--- src/rtl/conv_pkg.sv ---
// Shared types and constants for the convolution datapath (window generator -> adder tree).
package conv_pkg;

  // Kernel geometry: 3x3 window, 9 taps.
  localparam int unsigned KSIZE = 3;
  localparam int unsigned KTAPS = KSIZE * KSIZE;

  // Tap width used across the datapath; block-level WIDTH parameters must match.
  localparam int unsigned TAP_WIDTH = 32;

  // Packed tap vector in the layout the adder tree consumes: index 3*r+c.
  typedef logic [KTAPS-1:0][TAP_WIDTH-1:0] tap_vec_t;

  // Flat tap index for row r (0 = oldest) and column c (0 = leftmost).
  function automatic int unsigned tap_idx(input int unsigned r, input int unsigned c);
    return r * KSIZE + c;
  endfunction

endpackage

--- src/rtl/line_buffer.sv ---
// Shift-on-enable delay line of DEPTH entries built as a circular register array.
// dout always shows the entry written DEPTH enables ago.
module line_buffer #(
  parameter int unsigned DEPTH = 8,
  parameter int unsigned WIDTH = 32
) (
  input  logic             clk,
  input  logic             rst,
  input  logic             shift_en,
  input  logic [WIDTH-1:0] din,
  output logic [WIDTH-1:0] dout
);

  localparam int unsigned PtrW = (DEPTH > 1) ? $clog2(DEPTH) : 1;

  logic [WIDTH-1:0] mem_q [DEPTH];
  logic [PtrW-1:0]  wr_ptr_q;

  // The slot about to be overwritten is the oldest one, so it is the output.
  assign dout = mem_q[wr_ptr_q];

  // Storage is deliberately not reset: only entries written this frame are ever used.
  always_ff @(posedge clk) begin
    if (shift_en) begin
      mem_q[wr_ptr_q] <= din;
    end
  end

  // Write pointer advances on every enable and wraps at DEPTH-1.
  always_ff @(posedge clk or negedge rst) begin
    if (!rst) begin
      wr_ptr_q <= '0;
    end else if (shift_en) begin
      if (wr_ptr_q == PtrW'(DEPTH - 1)) begin
        wr_ptr_q <= '0;
      end else begin
        wr_ptr_q <= wr_ptr_q + 1'b1;
      end
    end
  end

endmodule

--- src/rtl/window_gen_3x3.sv ---
// Raster stream to 3x3 window generator feeding the 9-input adder tree.
// Two line buffers supply the two previous rows; a 3x3 tap array shifts left per pixel.
// Only fully-valid windows are emitted, through a single output register with
// full-throughput ready/valid handshaking.
module window_gen_3x3
  import conv_pkg::*;
#(
  parameter int unsigned WIDTH = 32,
  parameter int unsigned IMG_W = 8,
  parameter int unsigned IMG_H = 8
) (
  input  logic             clk,
  input  logic             rst,
  input  logic             in_valid,
  output logic             in_ready,
  input  logic [WIDTH-1:0] in_data,
  output logic             out_valid,
  input  logic             out_ready,
  output tap_vec_t         window,
  output logic             frame_done
);

  localparam int unsigned ColW = $clog2(IMG_W);
  localparam int unsigned RowW = $clog2(IMG_H);

  logic [ColW-1:0]  col_q;
  logic [RowW-1:0]  row_q;
  tap_vec_t         taps_q;
  tap_vec_t         taps_d;
  tap_vec_t         window_q;
  logic             out_valid_q;
  logic             frame_done_q;
  logic [WIDTH-1:0] lb0_dout;
  logic [WIDTH-1:0] lb1_dout;
  logic             accept;
  logic             qualify;
  logic             col_last;
  logic             row_last;

  // Free to accept whenever the output register is empty or being drained this cycle.
  assign in_ready = !out_valid_q || out_ready;
  assign accept   = in_valid && in_ready;

  assign col_last = (col_q == ColW'(IMG_W - 1));
  assign row_last = (row_q == RowW'(IMG_H - 1));
  // Uses pre-update counters: the pixel completes a window once two full rows
  // and two earlier columns exist in the current frame.
  assign qualify  = (row_q >= RowW'(2)) && (col_q >= ColW'(2));

  assign out_valid  = out_valid_q;
  assign window     = window_q;
  assign frame_done = frame_done_q;

  // Row-1 history: delays the input by exactly one image row.
  line_buffer #(
    .DEPTH (IMG_W),
    .WIDTH (WIDTH)
  ) u_line_buf0 (
    .clk      (clk),
    .rst      (rst),
    .shift_en (accept),
    .din      (in_data),
    .dout     (lb0_dout)
  );

  // Row-2 history: chained after line_buf0, so two rows of delay in total.
  line_buffer #(
    .DEPTH (IMG_W),
    .WIDTH (WIDTH)
  ) u_line_buf1 (
    .clk      (clk),
    .rst      (rst),
    .shift_en (accept),
    .din      (lb0_dout),
    .dout     (lb1_dout)
  );

  // Next tap state: shift every row left, load the new column from buffers and input.
  always_comb begin
    taps_d = taps_q;
    for (int unsigned r = 0; r < KSIZE; r++) begin
      for (int unsigned c = 0; c < KSIZE - 1; c++) begin
        taps_d[tap_idx(r, c)] = taps_q[tap_idx(r, c + 1)];
      end
    end
    taps_d[tap_idx(0, KSIZE - 1)] = lb1_dout;
    taps_d[tap_idx(1, KSIZE - 1)] = lb0_dout;
    taps_d[tap_idx(2, KSIZE - 1)] = in_data;
  end

  // Tap array only moves on accepted pixels; bubbles leave it untouched.
  always_ff @(posedge clk or negedge rst) begin
    if (!rst) begin
      taps_q <= '0;
    end else if (accept) begin
      taps_q <= taps_d;
    end
  end

  // Raster position of the next pixel to be accepted.
  always_ff @(posedge clk or negedge rst) begin
    if (!rst) begin
      col_q <= '0;
      row_q <= '0;
    end else if (accept) begin
      if (col_last) begin
        col_q <= '0;
        row_q <= row_last ? '0 : row_q + 1'b1;
      end else begin
        col_q <= col_q + 1'b1;
      end
    end
  end

  // Output register: load on a qualifying accept, else drain when the consumer takes it.
  always_ff @(posedge clk or negedge rst) begin
    if (!rst) begin
      out_valid_q <= 1'b0;
      window_q    <= '0;
    end else if (accept && qualify) begin
      out_valid_q <= 1'b1;
      window_q    <= taps_d;
    end else if (out_ready) begin
      out_valid_q <= 1'b0;
    end
  end

  // One-cycle pulse after the last pixel of the frame is accepted.
  always_ff @(posedge clk or negedge rst) begin
    if (!rst) begin
      frame_done_q <= 1'b0;
    end else begin
      frame_done_q <= accept && row_last && col_last;
    end
  end

endmodule

--- config.mk ---
export PLATFORM = sky130hd
export DESIGN_NAME = window_gen_3x3
export DESIGN_NICKNAME = d
export VERILOG_FILES = /design/src/rtl/conv_pkg.sv /design/src/rtl/line_buffer.sv /design/src/rtl/window_gen_3x3.sv
export SDC_FILE = /design/constraint.sdc
export NUM_CORES = 1
export LEC_CHECK = 0
export ABC_AREA = 1
export CAP_MARGIN = 5
export CORE_ASPECT_RATIO = 0.75
export CORE_MARGIN = 2
export CORE_UTILIZATION = 40
export DETAILED_ROUTE_END_ITERATION = 10
export PLACE_DENSITY = 0.68
export SYNTH_ARGS = -nofsm -noshare
export SYNTH_HDL_FRONTEND = slang
export SYNTH_SLANG_ARGS = --single-unit
--- constraint.sdc ---
create_clock -name clk -period 8.7 [get_ports clk]
set_input_delay 1.74 -clock clk [delete_from_list [all_inputs] [get_ports clk]]
set_output_delay 1.74 -clock clk [all_outputs]
set_load 0.005 [all_outputs]
=== Word-level counts from Yosys, hierarchy flattened ===
Memories as Yosys holds them, arrays and structs flattened.
Index checks and enable logic that the tools add are counted.

* Bits in registers: 494
* Bits in latches: 0
* RAM bits: 512
* Memory bits (read-only): 0
* Input port bits: 36
* Memories: 2

* $add $sub $neg: 4
* Multipliers: 0
* Divide/modulo/power cells: 0
* $lt $le $gt $ge: 2
* Equality and inequality tests: 4
* Shift operators: 0
* Mux-type cells: 8
* Bitwise logic cells: 0
* Reduce and logical (&&, ||, !) cells: 9

{| class="wikitable"
|+ Memories
! memory !! words !! bits a word !! read ports !! clocked after memory_dff !! write ports !! RTL line !! source
|-
| u_line_buf0.mem_q || 8 || 32 || 1 || 0 || 1 || line_buffer.sv:16 || <nowiki>logic [WIDTH-1:0] mem_q [DEPTH];</nowiki>
|-
| u_line_buf1.mem_q || 8 || 32 || 1 || 0 || 1 || line_buffer.sv:16 ||
|}

{| class="wikitable"
|+ Operators with widths
! cell !! count
|-
| adder 3 x 1 -> 3 bit (second input constant) || 4
|-
| == test 3 bit (second input constant) || 4
|-
| two-way mux 3 bit || 4
|-
| greater-or-equal comparator 3 x 2 -> 1 bit (second input constant) || 2
|-
| logical AND 1 bit || 5
|-
| two-way mux 1 bit || 4
|-
| AND reduction 2 bit || 1
|-
| nonzero test 2 bit || 1
|-
| zero test 1 bit || 1
|-
| logical OR 1 bit || 1
|}

=== Logic depth before layout (Yosys ltp) ===
Gate-level depths: netlist of run 1.

* Word-level depth: 5
* Gate-level depth with buffers: 12
* Mapped depth without buffers: 9

=== Modules after synthesis ===
Synthesis of run 1 repeated with hierarchy kept, for this count alone.

* Cell total of the unflattened synthesis: 4257
* Area, all modules: 41367.2 µm²

{| class="wikitable"
|+ Modules (own cells, without submodules)
! module !! times used !! cells an instance !! area an instance (µm²)
|-
| window_gen_3x3 || 1 || 2128 || 19408.6
|-
| line_buffer (u_line_buf1) || 1 || 1065 || 11014.3
|-
| line_buffer (u_line_buf0) || 1 || 1064 || 10944.2
|}

=== Least setup slack after synthesis of run 1 ===
No wires, ideal clock.

* Path type: input-to-reg
* Start: in out_ready
* End: mem u_line_buf0.mem_q[3][0], enable pin
* Setup time: 0.502 ns
* Arrival: 5.315 ns
* Required time: 8.198 ns
* Setup slack: 2.884 ns
* Stages: 6
* Path buffers: 2
* Cell sequence: inv_2 nand2_4 nand2_4 buf_2 buf_2 nor4_1

* Cells in the longest elaborated chain, start to end: 4

{| class="wikitable"
|+ Ends and longest elaborated chain
! what !! RTL line !! source
|-
| from (decl) || window_gen_3x3.sv:18 || <nowiki>input logic out_ready,</nowiki>
|-
| logical OR 1 bit || window_gen_3x3.sv:41 || <nowiki>assign in_ready = !out_valid_q || out_ready;</nowiki>
|-
| named net in_ready || window_gen_3x3.sv:15 || <nowiki>output logic in_ready,</nowiki>
|-
| logical AND 1 bit || window_gen_3x3.sv:42 || <nowiki>assign accept = in_valid && in_ready;</nowiki>
|-
| two-way mux 1 bit || line_buffer.sv:24 || <nowiki>if (shift_en) begin</nowiki>
|-
| two-way mux 1 bit (not written as such) || line_buffer.sv:25 || <nowiki>mem_q[wr_ptr_q] <= din;</nowiki>
|-
| to (decl) || line_buffer.sv:16 ||
|}

The timed path passes the listed nets, and every way through them passes these cells.

=== Worst setup path after layout of run 1 ===
* Start: in out_ready
* End: reg window_q (netlist bit window[232])

* Cells in the longest elaborated chain, start to end: 3

{| class="wikitable"
|+ Ends and longest elaborated chain
! what !! RTL line !! source
|-
| logical OR 1 bit || window_gen_3x3.sv:41 ||
|-
| logical AND 1 bit || window_gen_3x3.sv:42 ||
|-
| logical AND 1 bit || window_gen_3x3.sv:120 || <nowiki>end else if (accept && qualify) begin</nowiki>
|-
| to (signal assigned) || window_gen_3x3.sv:122 || <nowiki>window_q <= taps_d;</nowiki>
|-
| to (decl) || window_gen_3x3.sv:30 || <nowiki>tap_vec_t window_q;</nowiki>
|}

No other way between the ends.
A chain may end at the register's enable or synchronous reset.

==> results of run 1 <==
## power groups by stage
| stage | clock network (mW) | logic [mW] | registers (mW) |
|---|---|---|---|
| after CTS | 4.50 | 6.03 | 7.42 |
| after floorplan | 0 | 3.38 | 7.36 |
| after global routing | 4.68 | 6.66 | 7.57 |
| after global placement | 0 | 5.88 | 7.48 |
| final | 4.42 | 5.96 | 7.42 |
| after detailed placement | 0 | 6.00 | 7.49 |
## tightest hold or removal path: stages (launching register included)
cell and delay (ns):
dfrtp_1 0.34, nand2_1 0.05, nand2_1 0.04
## cell families (layout without fill, tap and decap cells)
family          Yosys count  in the layout
simple gates           1915           1915
flops                  1006           1006
buf+inv                 513            865
compound gates          363            363
fa+ha+maj                10             10
other cells               0              2
## through the flow
step	instance area (µm²)	hold slack (ns)	worst slack, ns
6_report	47500	0.465	3.10
5_1_grt	47500	0.484	2.69
4_1_cts	47500	0.466	3.15
3_5_place_dp	44100	0.451	2.45
3_3_place_gp	44100	0.450	2.55
2_1_floorplan	39900	0.442	2.88
## routing by layer
metal / wire length [µm] / global-route usage / share of wire
met5: 56 / 0 / 0.00055
met4: 3220 / 0.0622 / 0.032
met3: 6890 / 0.0443 / 0.067
met2: 43800 / 0.291 / 0.43
met1: 48100 / 0.297 / 0.47
## registers in the layout (all words and copies together), names as in the netlist
signal	cells
frame_done	1
col_q	3
u_line_buf0.mem_q	256
window	288
u_line_buf0.wr_ptr_q	3
taps_d	192
row_q	3
u_line_buf1.wr_ptr_q	3
u_line_buf1.mem_q	256
out_valid	1
## layout make-up
cell class,instances,area share
Multi-Input combinational cell,2288,0.209
Inverter,306,0.0244
Clock buffer,135,0.0600
Clock inverter,52,0.0111
Sequential cell,1006,0.584
Timing Repair Buffer,372,0.0766
Tap cell,1326,0.0349
Antenna cell,2,0.000105
## worst paths after layout
kind                                      endpoint              startpoint  depth (start not counted)
max                        window[232]$_DFFE_PN0P_               out_ready                          9
min in group asynchronous   window[13]$_DFFE_PN0P_                     rst                          1
min reg2reg                 window[30]$_DFFE_PN0P_  taps_d[30]$_DFFE_PN0P_                          2
max in group asynchronous  taps_d[230]$_DFFE_PN0P_                     rst                          3
max reg2reg                window[232]$_DFFE_PN0P_   out_valid$_DFFE_PN0P_                          7
min                         window[30]$_DFFE_PN0P_  taps_d[30]$_DFFE_PN0P_                          2
## placed cells by master, fill, tap and decap left out, types with 3 or more instances in the layout
master	netlist	layout
buf_4	11	44
bufinv_16	0	9
clkbuf_1	55	20
clkbuf_16	0	106
clkbuf_8	0	9
clkdlybuf4s50_1	0	325
clkinv_1	0	10
clkinv_2	0	19
clkinvlp_4	0	8
dfrtp_1	494	491
edfxtp_1	512	512
ha_1	10	10
inv_1	299	299
inv_2	6	3
inv_4	1	3
nand2_1	1574	1573
nand3_1	123	123
nand4_1	60	60
nor2_1	112	103
nor2_2	3	9
nor2_4	0	3
nor4_2	0	6
o211ai_1	32	32
o21ai_0	231	231
o21ai_1	47	47
o21ai_2	50	50
or2_0	27	27
or2_2	5	5
==> flow_metrics.py, run 1 <==
metrics = {
    "cells_and_area": {
        "fin_util": 0.480,
        "fillers": 8904,
        "final_cells": 5487,
        "drive_gt1_frac": 0.0704,
        "syn_to_final_growth_pct": 19.0,
        "regArea_um2": 27700,
        "nets": 4120,
        "multiInputGateArea_um2": 9930,
    },
    "floorplanning": {
        "die_w_um": 369,
        "start_util": 0.403,
        "die_h_um": 278,
        "io_pins": 327,
        "rows": 100,
        "core_um2": 99100,
        "die_area_um2": 102000,
    },
    "power_and_ir_drop": {
        "ir_drop_v": 0.000227,
        "p_per_area_nw_per_um2": 375,
        "internal_power_mw": 11.3,
        "power.leakage_nw": 21.1,
        "finalPower_mw": 17.8,
        "sw_frac_of_total": 0.363,
        "combPwrFrac": 0.335,
        "clockPowerShare": 0.248,
        "pwr-share-seq": 0.417,
        "switchingPower_mw": 6.46,
    },
    "synthesis": {
        "ys_types": 28,
        "yosysTopAreaCellShare": 0.385,
        "synth_xor_area_frac": 0,
        "synth_fa_ha_area_frac": 0.00313,
        "synth_fp_nets": 3853,
        "synthTopCellsByArea": "edfxtp_1, dfrtp_1, nand2_1, o21ai_0, inv_1",
        "syn-cell-area_um2": 39900,
        "ys_seq_elements": 1006,
        "avgSynthCellArea_um2": 10.5,
        "synth_cells": 3807,
        "synth_area_leader_cell": "edfxtp_1",
        "synth_edf_count": 512,
        "synth_commonest_cells": "nand2_1, edfxtp_1, dfrtp_1",
        "synth_top_family_by_area": "simple AND/OR/NAND/NOR gates",
        "muxShareOfSynthArea": 0,
        "yosysWarnings": 0,
        "ys_seq_area_frac": 0.695,
        "synth-simple-area-share": 0.191,
        "async_flop_share": 0.491,
        "synth_compound_gate_area_share": 0.0523,
        "synth_top_flop_cell": "edfxtp_1",
        "synth_most_common_cell": "nand2_1",
    },
    "clock_network": {
        "insertion_delay_ns": 0.67,
        "cts-root-buf": "clkbuf_16",
        "cts_resized": 0,
        "numCtsBuffers": 100,
        "cts_hold_buf": 0,
        "cts_tree": "yes",
        "post-cts-setup-buffers": 0,
        "cts.sinks": 1006,
        "cts.htree.levels": 3,
        "clock_path_buffers": 3,
        "clk_pin_slew_ns": 0.06,
    },
    "route": {
        "vias": 26800,
        "wl_per_cell_um": 18.6,
        "first_iter_violations": 2600,
        "firstDrtPassIters": 6,
        "drc": 0,
        "ant_nets": 0,
        "viasPerCell": 4.88,
        "routed_wirelength_mm": 102,
    },
    "critical_path": {
        "crit_slowest_cell": "buf_4",
        "end_kind": "flop",
        "arrival_ns": 6.09,
        "worst-path-buf-inv": 5,
        "crit_family": "buffers and inverters",
        "worstPathRequired_ns": 9.19,
        "crit_path_start_kind": "input pin",
        "rrSetupSlack_ns": 4.28,
        "crit_fanout": 125,
        "critical_path_class": "input pin to flop",
        "cp_slowest_stage_delay_ns": 0.95,
        "worstPathCellList": "clkdlybuf4s50_1, inv_2, nand2_4, nand2_8, inv_4, nand3_4, buf_4, buf_4, o21ai_0",
        "crit_top_cell": "buf_4",
    },
    "place": {
        "gp_congestion": 0.800,
        "dp_hpwl_mm": 63.5,
        "placed_cells": 5298,
        "port_buffers": 326,
    },
    "global_route": {
        "antenna_found_initial": 7,
        "grt_max_degree": 166,
        "grt_usage": 0.200,
        "grt_overflow": 0,
        "grt_pass1_wl_mm": 157,
        "grt_pass1_vias": 25600,
    },
    "hold_path": {
        "hold_path.class": "flop to flop",
    },
    "timing": {
        "finalSetupTns_ns": 0,
        "slew_headroom": 0.170,
        "rsz0062_at_grt": "no",
        "hold_viol_final": 0,
        "setup-violations-final": 0,
        "min_period_over_period": 0.644,
        "fmax_mhz": 179,
        "drv_slew": 0,
        "layout_min_cycle_time_ns": 5.60,
        "fin_skew_ns": 0.0240,
        "worstMarginPinSlew_ns": 1.23,
    },
    "job": {
        "drv_cap": 0,
    },
    "status": {
        "status": "completed",
    },
}
Note: power is estimated with default switching activity, not from simulation.
==> run 2, diff against run 1 <==
==> constraint.sdc (replaced) <==
create_clock -name clk -period 5.6 [get_ports clk]
set_input_delay 1.12 -clock clk [delete_from_list [all_inputs] [get_ports clk]]
set_output_delay 1.12 -clock clk [all_outputs]
set_load 0.005 [all_outputs]
==> run 2 against run 1 <==
Critical path type unchanged. Largest power group unchanged. Clock power rose by 54%. Highest routed layer unchanged. Via count fell by 0.14%. Hold slack improved by 0.0028 ns. Critical path depth fell by 1. Sequential share of layout area fell by 0.19 points.
==> flow_metrics.py, run 2 (same netlist as run 1, synthesis figures left out) <==
metrics = {
    "critical_path": {
        "crit_top_cell": "buf_12",
        "startpoint": "in_valid",
        "crit_fanout": 172,
        "worstPathCellList": "clkdlybuf4s50_1, nand2_8, inv_4, nand3_4, buf_12, buf_12, nand2_1, o21ai_2",
        "crit_slowest_cell": "buf_12",
        "arrival_ns": 3.95,
        "worstReg2RegStart": "u_line_buf0.wr_ptr_q[0]$_DFFE_PN0P_",
        "crit_path_start_kind": "input pin",
        "critical_path_class": "input pin to flop",
        "worstPathRequired_ns": 6.18,
        "end_kind": "flop",
        "cp_slowest_stage_delay_ns": 0.63,
    },
    "global_route": {
        "grt_pass1_vias": 25500,
        "antenna_found_initial": 3,
        "grt_overflow": 0,
        "grt_usage": 0.201,
        "grt_max_degree": 173,
        "grt_pass1_wl_mm": 158,
    },
    "timing": {
        "fin_skew_ns": 0.0282,
        "rsz0062_at_grt": "no",
        "layout_min_cycle_time_ns": 3.37,
        "finalSetupTns_ns": 0,
        "fmax_mhz": 297,
        "timing.final.ws_setup_ns": 2.23,
        "slew_headroom": 0.147,
        "hold_viol_final": 0,
        "setup-violations-final": 0,
        "min_period_over_period": 0.601,
        "drv_slew": 0,
        "worstMarginPinSlew_ns": 1.27,
    },
    "route": {
        "first_iter_violations": 2673,
        "vias": 26700,
        "routed_wirelength_mm": 103,
        "firstDrtPassIters": 6,
        "viasPerCell": 4.86,
        "ant_nets": 0,
        "wl_per_cell_um": 18.7,
        "drc": 0,
    },
    "place": {
        "dp_hpwl_mm": 64.1,
        "gp_congestion": 0.817,
        "dpl_worst_slack_ns": 1.54,
        "port_buffers": 326,
    },
    "clock_network": {
        "cts_resized": 0,
        "insertion_delay_ns": 0.68,
        "post-cts-setup-buffers": 0,
        "clock_path_buffers": 3,
        "numCtsBuffers": 99,
        "cts.sinks": 1006,
        "cts.htree.levels": 3,
        "cts_tree": "yes",
        "cts-root-buf": "clkbuf_16",
        "cts_hold_buf": 0,
        "clk_pin_slew_ns": 0.06,
    },
    "cells_and_area": {
        "nets": 4130,
        "drive_gt1_frac": 0.0705,
        "syn_to_final_growth_pct": 19.4,
        "final_common_cell": "nand2_1",
        "largest_register_ffs": 288,
        "layout_common_cells": "nand2_1, edfxtp_1, dfrtp_1, clkdlybuf4s50_1, inv_1",
    },
    "floorplanning": {
        "io_pins": 327,
        "core_um2": 99100,
        "die_h_um": 278,
        "rows": 100,
        "start_util": 0.403,
        "die_area_um2": 102000,
        "die_w_um": 369,
    },
    "status": {
        "status": "completed",
    },
    "power_and_ir_drop": {
        "p_per_area_nw_per_um2": 579,
        "power.leakage_nw": 21.2,
        "ir_drop_v": 0.000332,
    },
    "hold_path": {
        "min_from": "taps_d[96]$_DFFE_PN0P_",
        "hold_path.class": "flop to flop",
    },
    "job": {
        "drv_cap": 0,
    },
}
[run 2: cell count changes in the layout (fill, tap and decap cells not counted), sizes merged]
cell,delta
clkbuf,+16
buf,+11
bufinv,+1
clkinv,-10
clkinvlp,-6
inv,-1
[run 2: stage by stage]
| stage | util | instances | cell area, µm² | total power, mW | hold WS, ns |
|---|---|---|---|---|---|
| floorplan | - | 3807 | 39900 | 16.7 | 0.442 |
| global placement | 0.447 | 5309 | 44300 | 20.8 | 0.450 |
| detailed placement | 0.447 | 5309 | 44300 | 21.0 | 0.451 |
| CTS | 0.481 | 5496 | 47700 | 27.9 | 0.467 |
| global route | 0.481 | 5496 | 47700 | 29.4 | 0.480 |
| finish | 0.481 | 5498 | 47700 | 27.6 | 0.468 |
[run 2: layout make-up]
class,instances,area [µm²]
inverters,306,1160
diodes,2,5.00
fillers,8915,51400
multi-input cells,2288,9930
well taps,1326,1660
clock buffers,151,2860
repair buffers,383,3850
flip-flops and latches,1006,27700
clock inverters,36,468
[run 2: routing by layer]
layer	GRT usage	share of wire	vias up
li1	-	-	12800
met1	0.304	0.48	13000
met2	0.293	0.43	762
met3	0.0410	0.067	142
met4	0.0516	0.024	4
met5	0	0.00022	-
[run 2: path summary, 6_finish.rpt]
| check | endpoint | slack (ns) | cells past startpoint |
|---|---|---|---|
| hold / removal | window[96]$_DFFE_PN0P_ | 0.47 | 2 |
| setup / recovery | window[140]$_DFFE_PN0P_ | 2.23 | 8 |
| max in group asynchronous | window[272]$_DFFE_PN0P_ | 3.72 | 2 |
| hold reg to reg | window[96]$_DFFE_PN0P_ | 0.47 | 2 |
| setup reg to reg | taps_d[154]$_DFFE_PN0P_ | 2.51 | 10 |
| min in group asynchronous | window[16]$_DFFE_PN0P_ | 0.53 | 1 |
[run 2: worst max-delay path: cells and delay by family]
family	cells	cell delay [ns]
compound gates	1	0.09
buf+inv	4	1.82
simple gates	3	0.63
[run 2: power by group]
group	switching [mW]	internal [mW]	total [mW]	leakage, nW
Sequential	1.15	10.5	11.6	10.9
Clock	2.82	3.99	6.81	1.62
Combinational	6.00	3.22	9.21	8.66
Total	9.96	17.7	27.6	21.2
